### config.mk
export PLATFORM = sky130hd
export DESIGN_NAME = ball_ctrl
export DESIGN_NICKNAME = d
export VERILOG_FILES = /design/src/rtl/ball_ctrl.sv
export SDC_FILE = /design/constraint.sdc
export NUM_CORES = 1
export LEC_CHECK = 0
export CORE_ASPECT_RATIO = 0.75
export CORE_UTILIZATION = 45
export CTS_BUF_LIST = sky130_fd_sc_hd__clkbuf_16
export CTS_CLUSTER_DIAMETER = 80
export DETAILED_ROUTE_END_ITERATION = 7
export MAX_ROUTING_LAYER = met4
export PLACE_DENSITY = 0.67
export RECOVER_POWER = 100
export SYNTH_ARGS = -nofsm -noshare
export SYNTH_HDL_FRONTEND = slang
export SYNTH_SLANG_ARGS = --single-unit
### constraint.sdc
create_clock -name clk_i -period 7.1 [get_ports clk_i]
set_input_delay 1.42 -clock clk_i [delete_from_list [all_inputs] [get_ports clk_i]]
set_output_delay 1.42 -clock clk_i [all_outputs]
set_load 0.05 [all_outputs]
### src/rtl/ball_ctrl.sv
// ball_ctrl: Pong ball controller. Moves the ball once per frame tick,
// bounces it off the top/bottom walls and the two paddles, detects goals,
// keeps both scores and freezes the game for a fixed number of frames
// after each goal.
//
// Ports
//   clk_i, rst_i           clock, asynchronous active-high reset
//   frame_tick_i           one-cycle pulse per frame (vblank start)
//   serve_i                serve request, honoured only while idle
//   player_paddle_x/y_i    left paddle top-left corner
//   pc_paddle_x/y_i        right paddle top-left corner
//   ball_x_o, ball_y_o     ball top-left corner (registered)
//   score_player_o/pc_o    saturating scores (registered)
//   in_play_o              high while the ball is live (registered)
//   goal_o                 one-cycle pulse when a goal is scored (registered)
module ball_ctrl #(
  parameter int unsigned X_POS_W     = 10,
  parameter int unsigned Y_POS_W     = 10,
  parameter int unsigned SCREEN_W    = 640,
  parameter int unsigned SCREEN_H    = 480,
  parameter int unsigned BALL_SIDE   = 8,
  parameter int unsigned PADDLE_W    = 8,
  parameter int unsigned PADDLE_H    = 64,
  parameter int unsigned SPEED_X     = 2,
  parameter int unsigned SPEED_Y     = 2,
  parameter int unsigned HOLD_FRAMES = 60,
  parameter int unsigned SCORE_W     = 4
) (
  input  logic               clk_i,
  input  logic               rst_i,
  input  logic               frame_tick_i,
  input  logic               serve_i,
  input  logic [X_POS_W-1:0] player_paddle_x_i,
  input  logic [Y_POS_W-1:0] player_paddle_y_i,
  input  logic [X_POS_W-1:0] pc_paddle_x_i,
  input  logic [Y_POS_W-1:0] pc_paddle_y_i,
  output logic [X_POS_W-1:0] ball_x_o,
  output logic [Y_POS_W-1:0] ball_y_o,
  output logic [SCORE_W-1:0] score_player_o,
  output logic [SCORE_W-1:0] score_pc_o,
  output logic               in_play_o,
  output logic               goal_o
);

  // Signed working widths: two spare bits so x-SPEED and x+SIDE never wrap.
  localparam int unsigned XS_W   = X_POS_W + 2;
  localparam int unsigned YS_W   = Y_POS_W + 2;
  localparam int unsigned HOLD_W = $clog2(HOLD_FRAMES + 1);

  localparam logic [X_POS_W-1:0] CX = X_POS_W'((SCREEN_W - BALL_SIDE) / 2);
  localparam logic [Y_POS_W-1:0] CY = Y_POS_W'((SCREEN_H - BALL_SIDE) / 2);

  localparam logic signed [XS_W-1:0] ZERO_X  = '0;
  localparam logic signed [YS_W-1:0] ZERO_Y  = '0;
  localparam logic signed [XS_W-1:0] SPD_X_S = XS_W'(SPEED_X);
  localparam logic signed [YS_W-1:0] SPD_Y_S = YS_W'(SPEED_Y);
  localparam logic signed [XS_W-1:0] BS_X_S  = XS_W'(BALL_SIDE);
  localparam logic signed [YS_W-1:0] BS_Y_S  = YS_W'(BALL_SIDE);
  localparam logic signed [XS_W-1:0] PW_S    = XS_W'(PADDLE_W);
  localparam logic signed [YS_W-1:0] PH_S    = YS_W'(PADDLE_H);
  localparam logic signed [XS_W-1:0] SCR_W_S = XS_W'(SCREEN_W);
  localparam logic signed [YS_W-1:0] SCR_H_S = YS_W'(SCREEN_H);
  localparam logic signed [YS_W-1:0] Y_MAX_S = YS_W'(SCREEN_H - BALL_SIDE);

  localparam logic [HOLD_W-1:0]  HOLD_LAST = HOLD_W'(HOLD_FRAMES - 1);
  localparam logic [SCORE_W-1:0] SCORE_MAX = '1;

  typedef enum logic [1:0] {
    ST_IDLE   = 2'd0,
    ST_PLAY   = 2'd1,
    ST_SCORED = 2'd2
  } state_e;

  state_e             state_q;
  logic [X_POS_W-1:0] ball_x_q;
  logic [Y_POS_W-1:0] ball_y_q;
  logic               dir_x_q;   // 1 = moving right
  logic               dir_y_q;   // 1 = moving down
  logic [SCORE_W-1:0] score_player_q;
  logic [SCORE_W-1:0] score_pc_q;
  logic [HOLD_W-1:0]  hold_q;
  logic               in_play_q;
  logic               goal_q;

  // Candidate next values for a frame tick in PLAY.
  logic [X_POS_W-1:0] ball_x_d;
  logic [Y_POS_W-1:0] ball_y_d;
  logic               dir_x_d;
  logic               dir_y_d;
  logic               goal_pc_d;
  logic               goal_player_d;

  logic signed [XS_W-1:0] x_s, nx_s, pl_x_s, pl_edge_s, pc_x_s, pc_hit_s;
  logic signed [YS_W-1:0] y_s, ny_s, y_clamp_s, pl_y_s, pc_y_s;
  logic                   dir_y_new;
  logic                   v_pl, v_pc, hit_l, hit_r;

  // Per-tick motion: wall bounce, paddle hits, goal detection.
  always_comb begin
    x_s       = $signed({2'b00, ball_x_q});
    y_s       = $signed({2'b00, ball_y_q});
    pl_x_s    = $signed({2'b00, player_paddle_x_i});
    pc_x_s    = $signed({2'b00, pc_paddle_x_i});
    pl_y_s    = $signed({2'b00, player_paddle_y_i});
    pc_y_s    = $signed({2'b00, pc_paddle_y_i});
    pl_edge_s = pl_x_s + PW_S;
    pc_hit_s  = pc_x_s - BS_X_S;

    nx_s = dir_x_q ? (x_s + SPD_X_S) : (x_s - SPD_X_S);
    ny_s = dir_y_q ? (y_s + SPD_Y_S) : (y_s - SPD_Y_S);

    y_clamp_s = ny_s;
    dir_y_new = dir_y_q;
    if (!dir_y_q && (ny_s <= ZERO_Y)) begin
      y_clamp_s = ZERO_Y;
      dir_y_new = 1'b1;
    end else if (dir_y_q && ((ny_s + BS_Y_S) >= SCR_H_S)) begin
      y_clamp_s = Y_MAX_S;
      dir_y_new = 1'b0;
    end

    // Paddle overlap is judged on the already-clamped vertical position.
    v_pl = ((y_clamp_s + BS_Y_S) > pl_y_s) && (y_clamp_s < (pl_y_s + PH_S));
    v_pc = ((y_clamp_s + BS_Y_S) > pc_y_s) && (y_clamp_s < (pc_y_s + PH_S));

    // Hits require the ball to cross the paddle face during this step.
    hit_l = !dir_x_q && (x_s >= pl_edge_s) && (nx_s <= pl_edge_s) && v_pl;
    hit_r = dir_x_q && ((x_s + BS_X_S) <= pc_x_s) &&
            ((nx_s + BS_X_S) >= pc_x_s) && v_pc;

    goal_pc_d     = !hit_l && !hit_r && (nx_s < ZERO_X);
    goal_player_d = !hit_l && !hit_r && !goal_pc_d &&
                    ((nx_s + BS_X_S) > SCR_W_S);

    ball_x_d = nx_s[X_POS_W-1:0];
    ball_y_d = y_clamp_s[Y_POS_W-1:0];
    dir_x_d  = dir_x_q;
    dir_y_d  = dir_y_new;
    if (hit_l) begin
      ball_x_d = pl_edge_s[X_POS_W-1:0];
      dir_x_d  = 1'b1;
    end else if (hit_r) begin
      ball_x_d = pc_hit_s[X_POS_W-1:0];
      dir_x_d  = 1'b0;
    end else if (goal_pc_d || goal_player_d) begin
      // Ball freezes where it was; next serve heads toward the conceding side.
      ball_x_d = ball_x_q;
      ball_y_d = ball_y_q;
      dir_x_d  = goal_player_d;
      dir_y_d  = dir_y_q;
    end
  end

  // Game FSM with registered outputs.
  always_ff @(posedge clk_i or posedge rst_i) begin
    if (rst_i) begin
      state_q        <= ST_IDLE;
      ball_x_q       <= CX;
      ball_y_q       <= CY;
      dir_x_q        <= 1'b1;
      dir_y_q        <= 1'b1;
      score_player_q <= '0;
      score_pc_q     <= '0;
      hold_q         <= '0;
      in_play_q      <= 1'b0;
      goal_q         <= 1'b0;
    end else begin
      goal_q <= 1'b0;
      case (state_q)
        ST_IDLE: begin
          if (serve_i) begin
            state_q   <= ST_PLAY;
            in_play_q <= 1'b1;
          end
        end
        ST_PLAY: begin
          if (frame_tick_i) begin
            ball_x_q <= ball_x_d;
            ball_y_q <= ball_y_d;
            dir_x_q  <= dir_x_d;
            dir_y_q  <= dir_y_d;
            if (goal_pc_d || goal_player_d) begin
              state_q   <= ST_SCORED;
              in_play_q <= 1'b0;
              goal_q    <= 1'b1;
              hold_q    <= '0;
              if (goal_pc_d && (score_pc_q != SCORE_MAX)) begin
                score_pc_q <= score_pc_q + SCORE_W'(1);
              end
              if (goal_player_d && (score_player_q != SCORE_MAX)) begin
                score_player_q <= score_player_q + SCORE_W'(1);
              end
            end
          end
        end
        ST_SCORED: begin
          if (frame_tick_i) begin
            if (hold_q == HOLD_LAST) begin
              state_q  <= ST_IDLE;
              hold_q   <= '0;
              ball_x_q <= CX;
              ball_y_q <= CY;
            end else begin
              hold_q <= hold_q + HOLD_W'(1);
            end
          end
        end
        default: begin
          state_q   <= ST_IDLE;
          in_play_q <= 1'b0;
        end
      endcase
    end
  end

  assign ball_x_o       = ball_x_q;
  assign ball_y_o       = ball_y_q;
  assign score_player_o = score_player_q;
  assign score_pc_o     = score_pc_q;
  assign in_play_o      = in_play_q;
  assign goal_o         = goal_q;

endmodule

## Yosys cells after proc, flatten, opt, wreduce, memory -nomap -nowiden

Cells that the tools add are included.

- Add/sub/neg operators: 15
- Multiply operators: 0
- Div/mod/pow operators: 0
- $lt $le $gt $ge: 12
- Eq/ne operators: 12
- Shifts and indexed selects: 0
- Multiplexer cells: 44
- Bitwise logic cells: 1
- Reductions and logical operators: 33

Operators with widths:

| cell | number |
|---|---|
| 10-bit 2-to-1 mux | 12 |
| 12-bit 2-to-1 mux | 4 |
| 10-bit one-hot mux with 2 select lines | 2 |
| 12-bit by 5-bit adder with 12-bit output (second input constant) | 3 |
| 12-bit by 11-bit > comparator with 1-bit output | 2 |
| 12-bit less-than comparator | 2 |
| 6-bit 2-to-1 mux | 4 |
| 10-bit by 2-bit adder with 11-bit output (second input constant) | 2 |
| 10-bit by 4-bit adder with 11-bit output (second input constant) | 2 |
| 10-bit by 7-bit adder with 11-bit output (second input constant) | 2 |
| 10-bit by 2-bit subtractor with 11-bit output (second input constant) | 2 |
| 1-bit logical AND | 16 |
| 4-bit AND reduction | 4 |
| 1-bit 2-to-1 mux | 14 |
| 12-bit by 10-bit greater-or-equal comparator with 1-bit output (second input constant) | 1 |
| 12-bit by 11-bit greater-or-equal comparator with 1-bit output | 1 |
| 12-bit by 11-bit > comparator with 1-bit output (second input constant) | 1 |
| 12-bit by 1-bit less-or-equal comparator with 1-bit output (second input constant) | 1 |
| 12-bit less-or-equal comparator | 1 |
| 12-bit by 1-bit less-than comparator with 1-bit output (second input constant) | 1 |
| 4-bit != test (second input constant) | 3 |
| 6-bit one-hot mux with 2 select lines | 1 |
| 10-bit by 11-bit greater-or-equal comparator with 1-bit output | 1 |
| 11-bit by 10-bit less-or-equal comparator with 1-bit output | 1 |
| 19 further kinds | 34 |

- Register bits: 40
- Bits in latches: 0
- Memory bits (writable): 0
- Memory bits (read-only): 0
- Output and inout port bits: 30
- Word-level logic and storage cells: 127
- Memories: 0

## Longest topological paths before layout

- Word-level depth: 23
- Mapped depth: 30

## Worst setup path before layout

No wires, ideal clock.

- Path type: flip-flop to flip-flop
- From: reg ball_y_q[1], in the netlist ball_y_o[1]
- To: reg hold_q[0]
- Setup time: 0.127 ns
- Data arrival time: 5.733 ns
- Required time: 6.973 ns
- Setup slack: 1.240 ns
- Stages on the path, launching flop included: 29
- Path buffers: 2
- Period minus slack after synthesis: 5.860 ns
- Cell sequence: dfrtp_1 clkbuf_1 inv_1 ha_1 nor4b_1 a41oi_1 xnor2_1 and3_1 buf_2 xnor2_1 o221ai_1 nand3_1 a21oi_1 ha_1 and2_1 nand2_1 xor2_1 o21ai_0 ha_1 nand4_1 nor2_1 o21a_1 o31ai_1 nand3_1 o211ai_4 nand4_4 o21ai_4 nand2_2 mux2_1

- Cells in the longest elaborated chain, start to end: 20
- Elaborated cells on any way between the ends: 29

RTL lines:

| item | RTL line | source |
|---|---|---|
| start, declared | 76 | `logic [Y_POS_W-1:0] ball_y_q;` |
| start signal, assigned | 179 | `ball_y_q <= ball_y_d;` |
| 10-bit by 2-bit subtractor with 11-bit output or 10-bit by 2-bit adder with 11-bit output (tied branches) | 110 | `ny_s = dir_y_q ? (y_s + SPD_Y_S) : (y_s - SPD_Y_S);` |
| 12-bit 2-to-1 mux (*) | 110 |  |
| 12-bit by 5-bit adder with 12-bit output | 117 | `end else if (dir_y_q && ((ny_s + BS_Y_S) >= SCR_H_S)) begin` |
| 12-bit by 10-bit greater-or-equal comparator with 1-bit output | 117 |  |
| 1-bit logical AND | 117 |  |
| 12-bit 2-to-1 mux | 117 |  |
| 12-bit 2-to-1 mux (*) | 114 | `if (!dir_y_q && (ny_s <= ZERO_Y)) begin` |
| 12-bit by 5-bit adder with 12-bit output | 123, 124 |  |
| [... 3 more ...] | - |  |
| 1-bit logical NOT | 131, 132 |  |
| 1-bit logical AND (*) | 131, 132 |  |
| 1-bit logical AND | 131 | `goal_pc_d = !hit_l && !hit_r && (nx_s < ZERO_X);` |
| 1-bit logical NOT | 132 | `goal_player_d = !hit_l && !hit_r && !goal_pc_d &&` |
| 1-bit logical AND (2 in series) | 132 |  |
| 1-bit logical OR (*) | 182 | `if (goal_pc_d \|\| goal_player_d) begin` |
| 2-bit != test (no line) (*) | - |  |
| 4-bit AND reduction (no line) (*) | - |  |
| end signal, assigned | 204 | `hold_q <= hold_q + HOLD_W'(1);` |
| end, declared | 81 | `logic [HOLD_W-1:0] hold_q;` |

Mark *: on every way between the ends. The rest lies on a longest branch, timed or not.
A chain may end at the register's enable or synchronous reset.

## Final worst setup path

- From: reg ball_y_q[2], in the netlist ball_y_o[2]
- To: reg hold_q[0]

Same word-level chain as after synthesis.

==> impl_metrics.json <==
{
  "htreeDepth": 2,
  "area_delta_synth_final_pct": 18.7,
  "fmax_mhz": 155,
  "cts_sinks": 40,
  "gp_congestion": 0.982,
  "p_per_area_nw_per_um2": 458,
  "clkPwrFrac_pct": 8.2,
  "dr_total_vias": 5354,
  "cts_tree": "built",
  "crit_type": "reg -> reg",
  "drv_cap": 1,
  "place_area_um2": 6470,
  "drtIter0Drc": 430,
  "clock_path_buffers": 2,
  "synthFlopType": "dfrtp_1",
  "synth_area_per_cell_um2": 8.27,
  "syn_area_um2": 5630,
  "cts_made_buffers": 5,
  "hpwl_um": 12900,
  "violations": "max-capacitance violations, max-slew violations",
  "met2_usage_pct": 36.2,
  "n_antenna_cell": 0,
  "arrival_ns": 6.60,
  "placedCellCount": 895,
  "use_met1_pct": 38.3,
  "fin_setup_tns_ns": 0,
  "vias_per_cell": 5.90,
  "drc": 0,
  "p_sw_mw": 1.68,
  "grt_max_degree": 41,
  "die_w_um": 131,
  "finalClockSkew_ns": 0.00406,
  "p_comb_share_pct": 75.4,
  "hold_ws_ns": 0.492,
  "ctsHoldBuffers": 0,
  "grtUsageTotal_pct": 25.5,
  "ioPinCount": 74,
  "power.share.switching_pct": 54.7,
  "netlist_instances": 680,
  "post-route-min-period_ns": 6.44,
  "slew_violations": 41,
  "clk_pin_slew_worst_paths_ns": 0.06,
  "firstDrtPassIters": 8,
  "portBuffers": 73,
  "worstSkewPairLatency_ns": 0.28,
  "hold_viol_final": 0,
  "leakage_nw": 3.01,
  "end_kind": "register",
  "synth_largest_area_cell": "ha_1",
  "ys_seq_elements": 40,
  "synthSimpleGateAreaFrac_pct": 22.8,
  "grt_pass1_vias": 5092,
  "rsz0062_at_grt": "no",
  "grt_pass1_wl_um": 26000,
  "synth.area.mux_share_pct": 2.96,
  "vdd_drop_max_uv": 241,
  "core_um2": 11900,
  "cts-root-buf": "clkbuf_16",
  "initial_core_util_pct": 47.4,
  "use_met3_pct": 4.53,
  "async_flop_share_pct": 100,
  "drive_gt1_share_pct": 7.52,
  "outcome": "finished with violations",
  "worstMarginPinSlew_ns": 2.13,
  "crit_path_start_kind": "register",
  "antenna_found_initial": 0,
  "overflow": 0,
  "synth_xor_area_share_pct": 8.43,
  "nNetsFinal": 882,
  "ys_seq_area_share_pct": 18.1,
  "synth_top_family_by_area": "simple AND/OR/NAND/NOR gates",
  "synth_edf_count": 0,
  "seq_power_share_pct": 16.3,
  "relSlewSlack_pct": -42.2,
  "crit_required_ns": 7.26,
  "grt-busiest-layer": "met1",
  "hp-class": "reg -> reg",
  "ys_types": 84,
  "p_int_mw": 1.38,
  "synthTopCellsByArea": "ha_1, dfrtp_1, dfstp_2, xnor2_1, inv_1",
  "min_period_over_period_pct": 90.7,
  "synth_compound_area_share_pct": 20.2,
  "setup_viol_count_final": 0,
  "synth-warning-count": 0,
  "drt-wirelength-per-cell_um": 17.7,
  "worstPathMaxFanout": 9,
  "drtAntennaViolNets": 0,
  "routed_wirelength_um": 16000,
  "power_mw": 3.06,
  "die_h_um": 98.8,
  "final_area_um2": 6680,
  "die_area_um2": 13000,
  "synthAdderAreaFrac_pct": 20.9,
  "fp-row-count": 34,
  "final_cells": 907,
  "yosys.area.top_type_share_pct": 20.9
}
[critical path, stage by stage (launching register included)]
cell and delay (ns):
dfstp_2 0.59, inv_1 0.07, ha_1 0.22, nor4b_1 0.15, a41oi_1 0.26, xnor2_2 0.21, and3_1 0.39, xnor2_1 0.14
o221ai_1 0.23, nand3_1 0.32, a21oi_2 0.37, ha_1 0.25, and2_0 0.17, nand2_1 0.08, xor2_1 0.15, o21ai_0 0.32
ha_1 0.31, nand4_1 0.07, nor2_1 0.06, o21a_1 0.09, o31ai_1 0.35, nand3_1 0.18, o211ai_4 0.30, nand4_4 0.20
o21ai_4 0.30, nand2_1 0.17, mux2_1 0.34
[Yosys cell counts, drive strengths merged, types with 12 or more instances]
cell    number
xnor2       34
clkbuf      14
dfrtp       28
o21ai       40
nand4       20
xor2        15
nor4        12
and3        12
nand2       51
inv         66
nor3        16
a21oi       32
nor2        36
ha          94
dfstp       12
nand3       33
[flip-flops by register name, summed over array words and instances, names as in the netlist]
signal and count:
ball_x_o 10, ball_y_o 10, dir_x_q 1, dir_y_q 1, goal_o 1, hold_q 6
in_play_o 1, score_pc_o 4, score_player_o 4, state_q 2
[power groups by stage]
stage               Clock (mW)  Sequential (mW)  Combinational, mW
global placement             0            0.496               2.25
finish                   0.252            0.500               2.31
CTS                      0.259            0.497               2.30
detailed placement           0            0.500               2.29
global route             0.270            0.518               2.54
floorplan                    0            0.598               1.56
[per-stage QoR]
stage               setup WS [ns]  utilization, %
global route               0.0674            56.3
finish                      0.658            56.3
detailed placement          0.402            54.6
floorplan                    1.24               -
global placement            0.663            54.6
CTS                         0.338            56.0
[cell usage in the layout, fill, tap and decap left out, types with 5 or more instances in the layout]
cell type        Yosys  routed
clkbuf_16            0       5
o2111ai_1            6       6
nor2b_1              6       6
nor4_1               8       8
nand2_1             47      48
a21oi_1             32      31
dlygate4sd3_1        0      31
mux2_1               5       5
and2_1               6       5
or3_1                8       8
ha_1                94      94
o21a_1               7       7
nand4_1             19      19
nand3_1             33      33
clkdlybuf4s50_1      0      42
nand2b_1             7       7
a21o_1              11      11
a31oi_1              6       6
mux2i_1             11      11
xor2_1              13      13
xnor2_1             33      32
a211oi_1             9       9
o21ai_0             29      34
nor2_1              36      36
o211ai_1             6       6
dfrtp_1             28      28
inv_1               66      66
nor3_1              16      16
and3_1              12      12
dfstp_2             12      12
[metal layers]
metal | vias to the layer above | share of wire, %
met3 | 15 | 8.3
met2 | 220 | 39
met5 | - | 0
met4 | 0 | 0.63
li1 | 2618 | -
met1 | 2501 | 52
[cell type report]
class / count / area [µm²]
Inverter: 66 / 248
Sequential cell: 40 / 1020
Clock inverter: 3 / 42.5
Multi-Input combinational cell: 551 / 4240
Clock buffer: 5 / 125
Timing Repair Buffer: 80 / 805
Tap cell: 162 / 203
Fill cell: 1062 / 5190
[path summary, 6_finish.rpt]
| path | cells past startpoint | endpoint | from | slack (ns) |
|---|---|---|---|---|
| max reg2reg | 26 | hold_q[0] | ball_y_o[2] | 0.66 |
| min reg2reg | 1 | score_pc_o[3] | score_pc_o[3] | 0.49 |
| min in group asynchronous | 3 | score_player_o[1] | rst_i | 2.36 |
| min | 1 | score_pc_o[3] | score_pc_o[3] | 0.49 |
| max in group asynchronous | 3 | ball_x_o[7] | rst_i | 3.53 |
| max | 26 | hold_q[0] | ball_y_o[2] | 0.66 |
[what timing repair did]
item                                    CTS  global route
endpoints found under the setup margin    0            36
setup buffers                             0             4
resized for setup                         0             2
[kinds of logic (layout without fill, tap and decap cells)]
family,after synthesis,in the layout
adders and majority gates,94,94
AOI/OAI and AO/OA,159,159
other,1,2
xor gates and xnor gates,50,50
buffers and inverters,90,154
muxes,16,16
DFF,40,40
and+or+nand+nor,230,230
No activity file was read; power rests on OpenSTA's default activity.
